## src/rtl/core_pkg.sv

```systemverilog
// Shared core definitions: opcode constants and the interlock FSM state type.
// Imported by the hazard unit, the forwarding unit and the decoder.
package core_pkg;

    localparam logic [5:0] OP_RTYPE = 6'b000000;
    localparam logic [5:0] OP_J     = 6'b000010;
    localparam logic [5:0] OP_BEQ   = 6'b000100;
    localparam logic [5:0] OP_LW    = 6'b100011;
    localparam logic [5:0] OP_SW    = 6'b101011;

    typedef enum logic {
        HZ_IDLE = 1'b0,
        HZ_HOLD = 1'b1
    } hz_state_t;

    // A used, non-zero source register equal to a destination register.
    function automatic logic reg_hit(
        input logic [4:0] src,
        input logic [4:0] dst,
        input logic       used
    );
        return used && (src != 5'd0) && (src == dst);
    endfunction

endpackage

```

## src/rtl/hazard_match.sv

```systemverilog
// Hazard detection: how many stall cycles the ID instruction needs.
// In: op, rs, rt, EXE/MEM destination fields. Out: need[1:0] (0, 1 or 2).
module hazard_match
    import core_pkg::*;
(
    input  logic [5:0] op,
    input  logic [4:0] rs,
    input  logic [4:0] rt,
    input  logic [4:0] EXE_num_write,
    input  logic       EXE_reg_write,
    input  logic       EXE_mem_read,
    input  logic [4:0] MEM_num_write,
    input  logic       MEM_mem_read,
    output logic [1:0] need
);

    logic use_rs;
    logic use_rt;
    logic is_beq;
    logic m_ex;
    logic m_exl;
    logic m_meml;

    assign use_rs = (op != OP_J);
    assign use_rt = (op == OP_RTYPE) || (op == OP_BEQ) || (op == OP_SW);
    assign is_beq = (op == OP_BEQ);

    assign m_ex = EXE_reg_write &&
                  (reg_hit(rs, EXE_num_write, use_rs) ||
                   reg_hit(rt, EXE_num_write, use_rt));

    assign m_exl = m_ex && EXE_mem_read;

    assign m_meml = MEM_mem_read &&
                    (reg_hit(rs, MEM_num_write, use_rs) ||
                     reg_hit(rt, MEM_num_write, use_rt));

    // beq compares in ID, so it also waits for ALU results and for a load
    // still in MEM; everything else only waits on a load in EXE.
    always_comb begin
        need = 2'd0;
        if (is_beq) begin
            if (m_exl) begin
                need = 2'd2;
            end else if (m_ex || m_meml) begin
                need = 2'd1;
            end
        end else if (m_exl) begin
            need = 2'd1;
        end
    end

endmodule

```

## src/rtl/hazard_stall.sv

```systemverilog
// Pipeline interlock: stalls PC/IF-ID, bubbles ID/EX, flushes IF/ID on
// taken beq or j. Ports: clock, resetn, ID/EXE/MEM fields, branch_taken;
// outputs pc_write, ifid_write, ifid_flush, idex_bubble, stall_cycles,
// hazard_err (sticky after 3 consecutive stall cycles).
module hazard_stall
    import core_pkg::*;
#(
    parameter int CNT_W = 16
) (
    input  logic             clock,
    input  logic             resetn,
    input  logic [5:0]       op,
    input  logic [4:0]       rs,
    input  logic [4:0]       rt,
    input  logic [4:0]       EXE_num_write,
    input  logic             EXE_reg_write,
    input  logic             EXE_mem_read,
    input  logic [4:0]       MEM_num_write,
    input  logic             MEM_mem_read,
    input  logic             branch_taken,
    output logic             pc_write,
    output logic             ifid_write,
    output logic             ifid_flush,
    output logic             idex_bubble,
    output logic [CNT_W-1:0] stall_cycles,
    output logic             hazard_err
);

    hz_state_t  state;
    hz_state_t  state_nxt;
    logic [1:0] need;
    logic       stall;
    logic [1:0] consec;

    hazard_match u_match (
        .op            (op),
        .rs            (rs),
        .rt            (rt),
        .EXE_num_write (EXE_num_write),
        .EXE_reg_write (EXE_reg_write),
        .EXE_mem_read  (EXE_mem_read),
        .MEM_num_write (MEM_num_write),
        .MEM_mem_read  (MEM_mem_read),
        .need          (need)
    );

    always_ff @(posedge clock or negedge resetn) begin
        if (!resetn) begin
            state <= HZ_IDLE;
        end else begin
            state <= state_nxt;
        end
    end

    // HOLD is the second cycle of a beq-after-lw stall; inputs are ignored
    // there because the load has moved to MEM and need would read 1 again.
    always_comb begin
        state_nxt   = state;
        stall       = 1'b0;
        pc_write    = 1'b1;
        ifid_write  = 1'b1;
        idex_bubble = 1'b0;
        ifid_flush  = 1'b0;
        unique case (state)
            HZ_IDLE: begin
                stall = (need != 2'd0);
                if (need == 2'd2) begin
                    state_nxt = HZ_HOLD;
                end
            end
            HZ_HOLD: begin
                stall     = 1'b1;
                state_nxt = HZ_IDLE;
            end
            default: state_nxt = HZ_IDLE;
        endcase
        if (stall) begin
            pc_write    = 1'b0;
            ifid_write  = 1'b0;
            idex_bubble = 1'b1;
        end else begin
            ifid_flush = ((op == OP_BEQ) && branch_taken) || (op == OP_J);
        end
    end

    always_ff @(posedge clock or negedge resetn) begin
        if (!resetn) begin
            stall_cycles <= '0;
        end else if (stall && (stall_cycles != {CNT_W{1'b1}})) begin
            stall_cycles <= stall_cycles + 1'b1;
        end
    end

    // A legal stall run is at most 2 cycles; a third flags a stuck interlock.
    always_ff @(posedge clock or negedge resetn) begin
        if (!resetn) begin
            consec     <= 2'd0;
            hazard_err <= 1'b0;
        end else if (stall) begin
            if (consec != 2'd3) begin
                consec <= consec + 2'd1;
            end
            if (consec >= 2'd2) begin
                hazard_err <= 1'b1;
            end
        end else begin
            consec <= 2'd0;
        end
    end

endmodule

```

## config.mk

```make
export PLATFORM = sky130hd
export DESIGN_NAME = hazard_stall
export DESIGN_NICKNAME = d
export VERILOG_FILES = /design/src/rtl/core_pkg.sv /design/src/rtl/hazard_match.sv /design/src/rtl/hazard_stall.sv
export SDC_FILE = /design/constraint.sdc
export NUM_CORES = 1
export LEC_CHECK = 0
export ABC_AREA = 1
export ABC_CLOCK_PERIOD_IN_PS = 2900
export BUFFER_PORTS_ARGS = -buffer_cell sky130_fd_sc_hd__buf_2
export CAP_MARGIN = 20
export CELL_PAD_IN_SITES_DETAIL_PLACEMENT = 1
export CELL_PAD_IN_SITES_GLOBAL_PLACEMENT = 2
export CORE_MARGIN = 2
export CORE_UTILIZATION = 29
export CTS_BUF_LIST = sky130_fd_sc_hd__clkbuf_16
export CTS_CLUSTER_DIAMETER = 120
export DETAILED_ROUTE_END_ITERATION = 16
export HOLD_SLACK_MARGIN = 0.1
export PLACE_DENSITY = 0.94
export REMOVE_ABC_BUFFERS = 1
export SETUP_SLACK_MARGIN = 0.5
export SLEW_MARGIN = 5
export SYNTH_ARGS = -nofsm -noshare
export SYNTH_HDL_FRONTEND = slang
export SYNTH_HIERARCHICAL = 1
export SYNTH_SLANG_ARGS = --single-unit
```

## constraint.sdc

```tcl
create_clock -name clock -period 2.9 [get_ports clock]
set_clock_uncertainty 0.15 [all_clocks]
set_input_delay 0.145 -clock clock [delete_from_list [all_inputs] [get_ports clock]]
set_output_delay 0.145 -clock clock [all_outputs]
set_load 0.005 [all_outputs]
```

Word level (Yosys, flattened, before mapping)
Cells that the tools add are included.
W data, S select, Z words.
{ "word_totals": {"regBits": 20, "out_inout_bits": 21} }
{ "op_classes": {"reduce_logical": 22, "add_sub_neg": 2, "n_mux": 12, "magnitude_cmp": 1, "bitwise_logic": 1, "eq_ne": 12} }
{ "ops": {"columns": ["cell", "n"], "rows": [
  ["$eq A5 B5 Y1", 4],
  ["$add A16 B1 Y16 const B", 1],
  ["$ne A16 B16 Y1 const B", 1],
  ["$logic_and A1 B1 Y1", 11],
  ["$reduce_bool A5 Y1", 2],
  ["$mux W2", 4],
  ["$eq A6 B2 Y1 const B", 1],
  ["$eq A6 B3 Y1 const B", 1],
  ["$eq A6 B6 Y1 const B", 1],
  ["$logic_not A6 Y1", 1],
  ["$logic_or A1 B1 Y1", 6],
  ["$mux W1", 6],
  ["$ne A6 B2 Y1 const B", 1],
  ["$pmux W1 S2", 2],
  ["$add A2 B1 Y2 const B", 1],
  ["$eq A2 B2 Y1 const B", 1],
  ["$ge A2 B2 Y1 const B", 1],
  ["$ne A2 B1 Y1 const B", 1],
  ["$ne A2 B2 Y1 const B", 1],
  ["$reduce_and A2 Y1", 1],
  ["$reduce_bool A2 Y1", 1],
  ["$not A1 Y1", 1]
]} }

Depth between registers and ports, before layout
{ "logic_depth": {"ltp_word": 14, "ltp_mapped": 20} }

Cells and area by module
Netlist, hierarchy kept.
{ "modules_own_cells": {"columns": ["module", "instances", "area_per_inst_um2", "cells_each", "seq_area_each_um2"], "rows": [
  ["hazard_stall", 1, 1260.0, 178, 500.5],
  ["hazard_match", 1, 491.7, 95, 0.0]
]} }

Worst setup path after synthesis
OpenSTA, ideal clock, no wires.
{ "synth_path": {"path_kind": "input port to flip-flop", "start": "input op[5]", "end": "register stall_cycles[7]", "cell_stages": 15, "t_arrival_ns": 1.617, "path_buffers": 0, "required_time_ns": 2.676, "setup_ns": 0.074, "path_slack_ns": 1.059, "path_cell_list": "nor2_1 nand3b_1 a21oi_2 nand2_1 nand2_2 nand2_1 nand2_1 inv_1 nor2_2 nor2_1 nand2_2 inv_1 nor2_4 nand2_1 o21ai_2"} }
{ "synth_between": {"elab_chain_cells": 14} }
{ "synth_lines": {"columns": ["item", "line_no", "text"], "rows": [
  ["start: declaration", "hazard_stall.sv:12", "input logic [5:0] op,"],
  ["$eq A6 B3 Y1 / $logic_not A6 Y1 (equally long branches)", "hazard_match.sv:25, hazard_match.sv:26", null],
  ["$logic_or A1 B1 Y1 (2 in a row)", "hazard_match.sv:25", "assign use_rt = (op == OP_RTYPE) || (op == OP_BEQ) || (op == OP_SW);"],
  ["$logic_and A1 B1 Y1 (2 in a row)", "core_pkg.sv:22", "return used && (src != 5'd0) && (src == dst);"],
  ["$logic_or A1 B1 Y1, on equally long branches", "hazard_match.sv:29, hazard_match.sv:35", null],
  ["$logic_and A1 B1 Y1, on equally long branches", "hazard_match.sv:28, hazard_match.sv:34", null],
  ["$logic_or A1 B1 Y1", "hazard_match.sv:45", "end else if (m_ex || m_meml) begin"],
  ["$mux W1", "hazard_match.sv:45", null],
  ["$mux W2", "hazard_match.sv:43", "if (m_exl) begin"],
  ["$mux W2 (*)", "hazard_match.sv:42", "if (is_beq) begin"],
  ["net need[0]", "hazard_stall.sv:31", "logic [1:0] need;"],
  ["$reduce_bool A2 Y1 (*)", "hazard_stall.sv:66", "stall = (need != 2'd0);"],
  ["$pmux W1 S2 (*)", "hazard_stall.sv:64", "unique case (state)"],
  ["$logic_and A1 B1 Y1 (*)", "hazard_stall.sv:89", "end else if (stall && (stall_cycles != {CNT_W{1'b1}})) begin"],
  ["end signal: assignment", "hazard_stall.sv:90", "stall_cycles <= stall_cycles + 1'b1;"],
  ["end: declaration", "hazard_stall.sv:25", "output logic [CNT_W-1:0] stall_cycles,"]
]} }
The timed path passes the listed nets; every way through them passes the cells marked *.
A chain may end at the register's enable or synchronous reset.

Worst setup path after layout
{ "layout_path": {"start": "input op[2]", "end": "output pc_write"} }
{ "layout_between": {"elab_chain_cells": 14} }
{ "layout_lines": {"columns": ["item", "line_no", "text"], "rows": [
  ["$eq A6 B3 Y1 / $logic_not A6 Y1 (equally long branches)", "hazard_match.sv:25, hazard_match.sv:26", null],
  ["$logic_or A1 B1 Y1 (2 in a row)", "hazard_match.sv:25", null],
  ["$logic_and A1 B1 Y1 (2 in a row)", "core_pkg.sv:22", null],
  ["$logic_or A1 B1 Y1, on equally long branches", "hazard_match.sv:29, hazard_match.sv:35", null],
  ["$logic_and A1 B1 Y1, on equally long branches", "hazard_match.sv:28, hazard_match.sv:34", null],
  ["$logic_or A1 B1 Y1", "hazard_match.sv:45", null],
  ["$mux W1", "hazard_match.sv:45", null],
  ["$mux W2", "hazard_match.sv:43", null],
  ["$mux W2 (*)", "hazard_match.sv:42", null],
  ["net need[0]", "hazard_stall.sv:31", null],
  ["$reduce_bool A2 Y1 (*)", "hazard_stall.sv:66", null],
  ["$pmux W1 S2 (*)", "hazard_stall.sv:64", null],
  ["$mux W1 (*)", "hazard_stall.sv:77", "if (stall) begin"],
  ["end: declaration", "hazard_stall.sv:21", "output logic pc_write,"]
]} }
Marks and branches as above.

==> summary.txt <==
STA
  – Final min period: approximately 2100 ps
  – Final count of negative-setup-slack endpoints: 0
  – WHS: 175.2 ps
  – Slew Limit Fails: 0
  – Fmax: roughly 480 MHz
  – Fin crit share: a little under three quarters
  – RSZ-0062 raised after global routing: false
  – Hold violation total from the final report: 0
  – Actual slew at the worst max-slew pin: ~470 ps
  – TNS Setup: 0 ps
  – Slew HR: about 70%

Clocking
  – CTS Buf Count: 3
  – CTS H-tree depth: 1
  – Clock transition at the registers of the reported paths: roughly 60 ps
  – CTS tree: built
  – Clk_lat worst skew: about 250 ps
  – Sinks on Clock Net: 20
  – Clock Tree Root: clkbuf_16
  – Clock buffer depth: 2
  – Post-CTS setup buffers: 0

Die
  – Initial Util: a little under 30%
  – Die X: 81.72 um
  – Num ports: 53
  – Site Rows: 28
  – Core Footprint: 5886 um2
  – Die Ht: 81.72 um
  – Full die area: about 6700 um2

GRT
  – Largest net degree at the start of global routing: 21
  – Tot GR Track Use: 15.82%
  – Initial antenna violation count: 0
  – First-pass GRT wire length: approximately 8300 um
  – Vias in the first global route: about 1800
  – GR Overflow Total: 0

Placement
  – Placer Congestion: about 0.82
  – DP Wirelength: slightly above 4000 um
  – PortBufs: 52

Worst setup path
  – Setup CP Type: in -> out
  – Flop2flop setup slack: between 1000 and 1500 ps
  – R2R cell count: 8
  – Crit end category: output pin
  – RR Startpoint: stall_cycles[0]$_DFFE_PN0P_
  – Worst EP arrival: about 1800 ps
  – Worst Path Max Fanout: 8
  – Setup crit start kind: primary input
  – Worst R2R End: stall_cycles[5]$_DFFE_PN0P_
  – CP required: about 2600 ps

Finish
  – Layout area overhead: 24.86%
  – # fillers: 793
  – Flip-flop and latch area: 500.5 um2
  – Fin nets: around 370
  – # diodes: 0
  – Multi-input logic area: between 1000 and 1500 um2
  – Leading cell types in the layout, fill and taps excluded: nand2_1, buf_2, inv_1
  – Layout cells sized above 1: roughly 25%
  – Commonest non-fill, non-tap cell in the layout: nand2_1

Routing
  – DR iter-0 viols: 51
  – Final ANT Viol Nets: 0
  – Number of vias per cell: approximately 4.5
  – DRC Markers: 0
  – TritonRoute pass-1 iters: 4
  – Drt wl/cell: ~12 um
  – Final WL: 4975 um
  – Via count: about 1800

Synth
  – Compound-Gate Fraction of Synth Area: 4.500%
  – Post-synthesis adder-cell area fraction: under 10%
  – EDFF count, synth: 0
  – Synthesized area per cell: ~6.4 um2
  – Synth Area in Simple Gates: 46.00%
  – Multiplexer area fraction after synthesis: 0%
  – Number of distinct library cells after synthesis: 27
  – Yosys warning count: 6
  – Post-synthesis instance area: between 1500 and 2000 um2
  – Post-Synth XOR/XNOR Area: 8.500%
  – Yosys reg bits: 20
  – Top_reg_cell synth: dfrtp_1
  – Seq/Total Area, Yosys: approximately 29%
  – Largest family of logic cells by synthesized area: simple AND/OR/NAND/NOR gates
  – Cells after Synth: between 200 and 300
  – Fraction of registers with async set/reset: 100.0%

Worst hold path
  – Hold path start: MEM_mem_read
  – End of the worst hold path: state$_DFF_PN0_
  – Hold Path Stages: 6
  – Hold Path Class: in -> reg

Power and ir drop
  – Pwr/cell area: 318.9 nW/um2
  – Pleak: around 1.2 nW
  – Max VDD drop: approximately 180 uV

Flow run
  – Max-cap violations: 0

Status
  – Status: complete, no violations
==> stage by stage <==
| step | cell area, um2 | power [mW] | setup slack, ps | cells | utilization, % |
|---|---|---|---|---|---|
| 6_report | 2187 | 0.6975 | 837.2 | 404 | 37.16 |
| 5_1_grt | 2187 | 0.7391 | 594.3 | 404 | 37.16 |
| 4_1_cts | 2187 | 0.7057 | 813.3 | 404 | 37.16 |
| 3_5_place_dp | 2098 | 0.4171 | 636.2 | 399 | 35.65 |
| 3_3_place_gp | 2098 | 0.4154 | 723.0 | 399 | 35.65 |
| 2_1_floorplan | 1744 | 0.3576 | 1044 | 272 | - |
==> worst max-delay path by stage <==
stage               startpoint                           end  slack, ps  cells after the start
floorplan                op[5]   stall_cycles[7]$_DFFE_PN0P_       1040                     15
global route             op[5]                      pc_write        590                     13
global placement         op[5]   stall_cycles[7]$_DFFE_PN0P_        720                     16
CTS                      op[2]                      pc_write        810                     15
finish                   op[2]                      pc_write        840                     15
detailed placement       op[5]  stall_cycles[11]$_DFFE_PN0P_        640                     16
==> cell type report <==
type                       instances  share of cell area (%)
inverter                          46                   7.895
timing repair buffer              53                   12.36
clock buffer                       3                   3.432
clock inverter                     1                  0.1716
multi-input combinational        206                   48.97
tap                               75                   4.291
sequential                        20                   22.88
==> metal layers <==
metal	routed length (um)	track usage, %	vias to the layer above
met5	0	0	-
met4	57	3.333	0
met3	223	3.297	6
met2	2332	26.50	40
met1	2362	20.97	837
li1	-	-	953
==> flip-flops by register name (all words and copies together) (netlist names) <==
signal	count
state	1
hazard_err	1
stall_cycles	16
consec	2
==> power by group <==
group	internal, mW	switching, mW
logic	0.0506	0.0670
clock network	0.184	0.102
registers	0.285	0.00867
==> repair_timing <==
action	in CTS	in global routing
resized for setup	0	0
setup endpoints to repair	0	0
hold endpoints to repair	20	0
hold buffers	1	0
==> cells in the mapped netlist, types with 4 or more instances <==
library cell | n | area (um2)
nand2_1 | 87 | 326.6
inv_1 | 43 | 161.4
nor2_1 | 35 | 131.4
dfrtp_1 | 20 | 500.5
nand3_1 | 16 | 80.08
xnor2_1 | 10 | 87.58
nand2_2 | 8 | 50.05
nand4_1 | 8 | 50.05
xor2_1 | 7 | 61.31
nor2_2 | 6 | 37.54
nor3_1 | 4 | 20.02
o21ai_0 | 4 | 20.02
==> logic make-up (layout without fill, tap and decap cells) <==
| kind of cell | count (synthesis) | count (layout) |
|---|---|---|
| and+or+nand+nor | 173 | 173 |
| buffers and inverters | 47 | 103 |
| DFF | 20 | 20 |
| xor gates and xnor gates | 17 | 17 |
| AOI/OAI and AO/OA | 13 | 13 |
| adders and majority gates | 3 | 3 |
==> critical path, cell delays in order <==
cell and delay (ps):
buf_2 120, inv_1 80, nand2_1 50, nor2_1 110
nand2_2 60, a21oi_2 130, nand2_1 80, nand2_2 80
nand4_1 110, nand2_1 100, nor2_2 40, nor2_1 100
nand2_2 170, inv_1 230, buf_2 160
No activity file was read; power rests on OpenSTA's default activity.
